File: src/rtl/imm_ext_stage.sv
// imm_ext_stage: pipelined immediate/target generator behind a valid/ready skid buffer; ports clk, rst, flush, in_valid/in_ready/in_instr/in_pc/in_mode, out_valid/out_ready/out_imm/out_target; define IMM_EXT_TARGET_EN to compute out_target
module imm_ext_stage #(
  parameter int XLEN   = 32,
  parameter int IMM_W  = 16,
  parameter int JIDX_W = 26
) (
  input  logic            clk,
  input  logic            rst,
  input  logic            flush,
  input  logic            in_valid,
  output logic            in_ready,
  input  logic [XLEN-1:0] in_instr,
  input  logic [XLEN-1:0] in_pc,
  input  logic [2:0]      in_mode,
  output logic            out_valid,
  input  logic            out_ready,
  output logic [XLEN-1:0] out_imm,
  output logic [XLEN-1:0] out_target
);
  logic [IMM_W-1:0] imm;
  logic             s;
  logic [XLEN-1:0]  br_imm, jmp_imm, ext_imm;
  logic             accept, emit, load_main;
  logic             out_valid_q, out_valid_d, skid_valid_q, skid_valid_d, in_ready_q, in_ready_d;
  logic [XLEN-1:0]  out_imm_q, out_imm_d, skid_imm_q, skid_imm_d;
  logic             unused;
  assign unused = ^in_instr[XLEN-1:JIDX_W];
  always_comb begin
    imm     = in_instr[IMM_W-1:0];
    s       = imm[IMM_W-1];
    br_imm  = {{(XLEN-IMM_W-2){s}}, imm, 2'b00};
    jmp_imm = {in_pc[XLEN-1:JIDX_W+2], in_instr[JIDX_W-1:0], 2'b00};
    ext_imm = in_mode == 3'd0 ? {{(XLEN-IMM_W){1'b0}}, imm} :
              in_mode == 3'd1 ? {{(XLEN-IMM_W){s}}, imm} :
              in_mode == 3'd2 ? {imm, {(XLEN-IMM_W){1'b0}}} :
              in_mode == 3'd3 ? XLEN'(1) :
              in_mode == 3'd4 ? br_imm :
              in_mode == 3'd5 ? jmp_imm :
              in_mode == 3'd6 ? {{(XLEN-5){1'b0}}, in_instr[10:6]} : '0;
  end
`ifdef IMM_EXT_TARGET_EN
  logic [XLEN-1:0] ext_target, out_target_q, out_target_d, skid_target_q, skid_target_d;
  assign ext_target = in_mode == 3'd4 ? in_pc + XLEN'(4) + br_imm :
                      in_mode == 3'd5 ? jmp_imm : '0;
  assign out_target = out_target_q;
`else
  assign out_target = '0;
`endif
  // main reloads whenever it is empty or being drained; skid only catches an accept while main stalls
  always_comb begin
    accept       = in_valid & in_ready_q;
    emit         = out_valid_q & out_ready;
    load_main    = !out_valid_q || emit;
    out_valid_d  = out_valid_q;
    skid_valid_d = skid_valid_q;
    out_imm_d    = out_imm_q;
    skid_imm_d   = skid_imm_q;
`ifdef IMM_EXT_TARGET_EN
    out_target_d  = out_target_q;
    skid_target_d = skid_target_q;
`endif
    if (flush) begin
      out_valid_d  = 1'b0;
      skid_valid_d = 1'b0;
    end else if (load_main) begin
      out_valid_d  = skid_valid_q | accept;
      skid_valid_d = 1'b0;
      if (skid_valid_q) begin
        out_imm_d = skid_imm_q;
`ifdef IMM_EXT_TARGET_EN
        out_target_d = skid_target_q;
`endif
      end else if (accept) begin
        out_imm_d = ext_imm;
`ifdef IMM_EXT_TARGET_EN
        out_target_d = ext_target;
`endif
      end
    end else if (accept) begin
      skid_valid_d = 1'b1;
      skid_imm_d   = ext_imm;
`ifdef IMM_EXT_TARGET_EN
      skid_target_d = ext_target;
`endif
    end
    in_ready_d = !skid_valid_d;
  end
  always_ff @(posedge clk) begin
    if (rst) begin
      out_valid_q  <= 1'b0;
      skid_valid_q <= 1'b0;
      in_ready_q   <= 1'b0;
      out_imm_q    <= '0;
      skid_imm_q   <= '0;
`ifdef IMM_EXT_TARGET_EN
      out_target_q  <= '0;
      skid_target_q <= '0;
`endif
    end else begin
      out_valid_q  <= out_valid_d;
      skid_valid_q <= skid_valid_d;
      in_ready_q   <= in_ready_d;
      out_imm_q    <= out_imm_d;
      skid_imm_q   <= skid_imm_d;
`ifdef IMM_EXT_TARGET_EN
      out_target_q  <= out_target_d;
      skid_target_q <= skid_target_d;
`endif
    end
  end
  assign out_valid = out_valid_q;
  assign in_ready  = in_ready_q;
  assign out_imm   = out_imm_q;
endmodule

File: config.mk
export PLATFORM = sky130hd
export DESIGN_NAME = imm_ext_stage
export DESIGN_NICKNAME = d
export VERILOG_FILES = /design/src/rtl/imm_ext_stage.sv
export SDC_FILE = /design/constraint.sdc
export NUM_CORES = 1
export LEC_CHECK = 0
export ABC_AREA = 1
export CORE_UTILIZATION = 40
export DETAILED_ROUTE_END_ITERATION = 6
export PLACE_DENSITY = 0.8
export SLEW_MARGIN = 0
export SYNTH_ARGS = -nofsm -noshare
export SYNTH_HDL_FRONTEND = slang
export SYNTH_SLANG_ARGS = --single-unit
export TNS_END_PERCENT = 100
File: constraint.sdc
create_clock -name clk -period 1.66 [get_ports clk]
set_clock_uncertainty 0.05 [all_clocks]
set_input_delay 0.166 -clock clk [delete_from_list [all_inputs] [get_ports clk]]
set_output_delay 0.166 -clock clk [all_outputs]
set_load 0.01 [all_outputs]
==> out/qor.tcl <==
set qor(holdWs_ps) 400
set qor(cts-hold-fix-buffers) 0
set qor(via_count_of_the_first_global_routing_pass) 3504
set qor(rows) 34
set qor(timing.hold.worst.class) {in2reg}
set qor(detail_route.vias_per_cell) 5.26
set qor(instances_no_fill) 713
set qor(root_buffer) {sky130_fd_sc_hd__clkbuf_8}
set qor(synth.avg_cell_area_um2) 7.01
set qor(post-route-min-period_ps) 1490
set qor(finalSetupTns_ps) 0
set qor(slowest_delay_ps) 570
set qor(timing.fmax_ghz) 0.673
set qor(dieHeight_um) 98.1
set qor(io_buffer_count) 71
set qor(clkTransAtPathRegs_ps) 70
set qor(yosysUniqueCellTypes) 24
set qor(htree_num_levels) 3
set qor(post-cts-setup-buffers) 0
set qor(syn_inst) 527
set qor(vdd_ir_drop_max_mv) 0.478
set qor(dp.cells) 697
set qor(cts_made_buffers) 9
set qor(timing.reg2reg.worst_path_depth) 7
set qor(synth_flop_cell) {sky130_fd_sc_hd__dfxtp_1}
set qor(drive_gt1_share_pct) 12.9
set qor(critical_path_startpoint_category) {register}
set qor(grt_setup_unrepaired) {no}
set qor(final.fill_count) 839
set qor(gpl.final_weighted_congestion) 0.916
set qor(preCtsSetupSlack_ps) -71.2
set qor(diodes) 0
set qor(timing.rr.end) {skid_imm_q[31]}
set qor(detail_route.wl_per_cell_um) 14.1
set qor(design_area_um2) 4720
set qor(reg2reg_from) {out_valid}
set qor(clk_path_buf_depth) 2
set qor(dieWidth_um) 98.1
set qor(synth_common_cells) {106 x sky130_fd_sc_hd__nand2_1, 79 x sky130_fd_sc_hd__a21oi_1, 67 x sky130_fd_sc_hd__dfxtp_1}
set qor(cts_tree) {built}
set qor(data_required_critical_path_ps) 1440
set qor(num_io_pins) 138
set qor(place_hpwl_um) 6920
set qor(mappedNetlistArea_um2) 3690
set qor(design.final.nets) 672
set qor(slew_violations) 0
set qor(antenna_violations_before_repair) 0
set qor(timing.critical_path.buf_inv) 1
set qor(drv_cap) 0
set qor(cts.sinks) 67
set qor(power.static_leakage_nw) 2.16
set qor(outcome) {finished with violations}
set qor(synth_most_common_cell) {sky130_fd_sc_hd__nand2_1}
set qor(finalSetupViolations) 0
set qor(cell_area_after_placement_um2) 4540
set qor(total_power_mw) 3.68
set qor(ffs_w_async_s_r_synth_pct) 0
set qor(violations) {DRC}
set qor(route.antenna.remaining_nets) 0
set qor(fin_crit_sh_pct) 89.5
set qor(synth.top_cell.area_share_pct) 36.3
set qor(synth_top_cell_by_area) {sky130_fd_sc_hd__dfxtp_1}
set qor(cts_resized) 0
set qor(final_hold_viol_count) 0
set qor(synth_area_leaders) {sky130_fd_sc_hd__dfxtp_1 36%, sky130_fd_sc_hd__nand2_1 11%, sky130_fd_sc_hd__a21oi_1 11%, sky130_fd_sc_hd__o21ai_0 7.9%, sky130_fd_sc_hd__buf_4 7.3%}
set qor(critical_path.slowest_cell) {sky130_fd_sc_hd__clkdlybuf4s50_1}
set qor(grt_max_degree) 65
set qor(crit_family) {buffers and inverters}
set qor(crit_chain) {clkdlybuf4s50_1}
set qor(setup_ws_ps) 174
set qor(final_core_util_pct) 53.4
set qor(crit_path_max_fanout) 2
set qor(grt.overflow.total) 0
set qor(grt_pass1_wl_um) 16600
set qor(cp.depth) 1
set qor(rrSetupSlack_ps) 210
set qor(core_region_area_um2) 8850
set qor(area_growth_syn_to_layout_pct) 27.9
set qor(remaining_drc_errors) 15
set qor(initial_core_util_pct) 41.7
set qor(dr.first_iter.drc_count) 207
set qor(first_pass_drt_iterations) 7
set qor(pwr_density_cell_nw_per_um2) 780
set qor(synth.yosys.seq_area_share_pct) 36.3
set qor(clk_latency_ps) 350
set qor(critical_path_class) {reg2out}
set qor(design.die.area_um2) 9620
set qor(synth_enable_flop_cells) 0
set qor(count_of_state_elements_after_synthesis) 67
set qor(worst_setup_path_startpoint) {out_imm[9]}
set qor(grtUsageTotal_pct) 21.4
set qor(critPathArrivalTime_ps) 1270
set qor(endpoint_kind) {output port}
set qor(crit_path_end) {out_imm[9]}
set qor(num_vias) 3748
set qor(routed_wirelength_um) 10100
set qor(synth-warning-count) 0
## cell families (layout without fill, tap and decap cells)
group | count (synthesis) | count (layout) | synth area share (%)
flip-flops | 67 | 67 | 36.3
other | 1 | 32 | 0.102
AO/OA/AOI/OAI | 148 | 148 | 20.8
AND/OR/NAND/NOR | 213 | 213 | 27.9
buffers and inverters | 98 | 145 | 14.9
## flip-flops by register name, summed over array words and instances, names as in the netlist
register and cells:
skid_valid_q 1, in_ready 1, out_imm 32, out_valid 1
skid_imm_q 32
## placed cells by master, fill, tap and decap left out, types with 2 or more instances in the layout
cell type,synthesis,routed
sky130_fd_sc_hd__nand2_1,106,106
sky130_fd_sc_hd__o21ai_0,58,58
sky130_fd_sc_hd__nor2_1,40,40
sky130_fd_sc_hd__dfxtp_1,67,67
sky130_fd_sc_hd__clkbuf_8,0,9
sky130_fd_sc_hd__o21ai_1,8,8
sky130_fd_sc_hd__buf_12,1,8
sky130_fd_sc_hd__clkinv_2,0,3
sky130_fd_sc_hd__buf_4,36,22
sky130_fd_sc_hd__inv_2,4,4
sky130_fd_sc_hd__nand3_1,28,28
sky130_fd_sc_hd__a21oi_1,79,79
sky130_fd_sc_hd__clkbuf_1,13,2
sky130_fd_sc_hd__clkdlybuf4s50_1,0,71
sky130_fd_sc_hd__inv_1,23,23
sky130_fd_sc_hd__nand3_2,21,21
sky130_fd_sc_hd__conb_1,1,32
sky130_fd_sc_hd__nor2_2,3,3
sky130_fd_sc_hd__nand4_1,13,13
sky130_fd_sc_hd__o211ai_2,2,2
## how the worst min path moves through the flow
| stage | from | endpoint | slack (ps) | cells after the start |
|---|---|---|---|---|
| 2_1_floorplan | rst | out_valid | 190 | 1 |
| 3_3_place_gp | skid_imm_q[11] | skid_imm_q[11] | 440 | 2 |
| 3_5_place_dp | skid_imm_q[9] | skid_imm_q[9] | 450 | 2 |
| 4_1_cts | rst | skid_valid_q | 390 | 2 |
| 5_1_grt | rst | skid_valid_q | 420 | 2 |
| 6_report | rst | skid_valid_q | 400 | 2 |
## where the power goes
group          switching [mW]  total [mW]  internal [mW]
sequential             0.0257        1.68           1.66
combinational           0.374       0.684          0.310
clock                   0.629        1.32          0.690
total                    1.03        3.68           2.66
## layout make-up
class,count,area (um^2),share of cell area (%)
flip-flops and latches,67,1340,28.4
multi-input cells,393,1920,40.6
repair buffers,101,1040,21.9
clock inverters,5,53.8,1.14
clock buffers,11,131,2.78
inverters,28,108,2.28
well taps,108,135,2.86
## metal layers
metal / vias to the layer above / track usage [%] / wire (um)
met3: 14 / 4.01 / 778
met5: - / 0 / 0
met1: 1732 / 26.3 / 4260
met2: 168 / 37.2 / 4910
met4: 0 / 8.04 / 121
li1: 1834 / - / -
No activity file was read; power rests on OpenSTA's default activity.
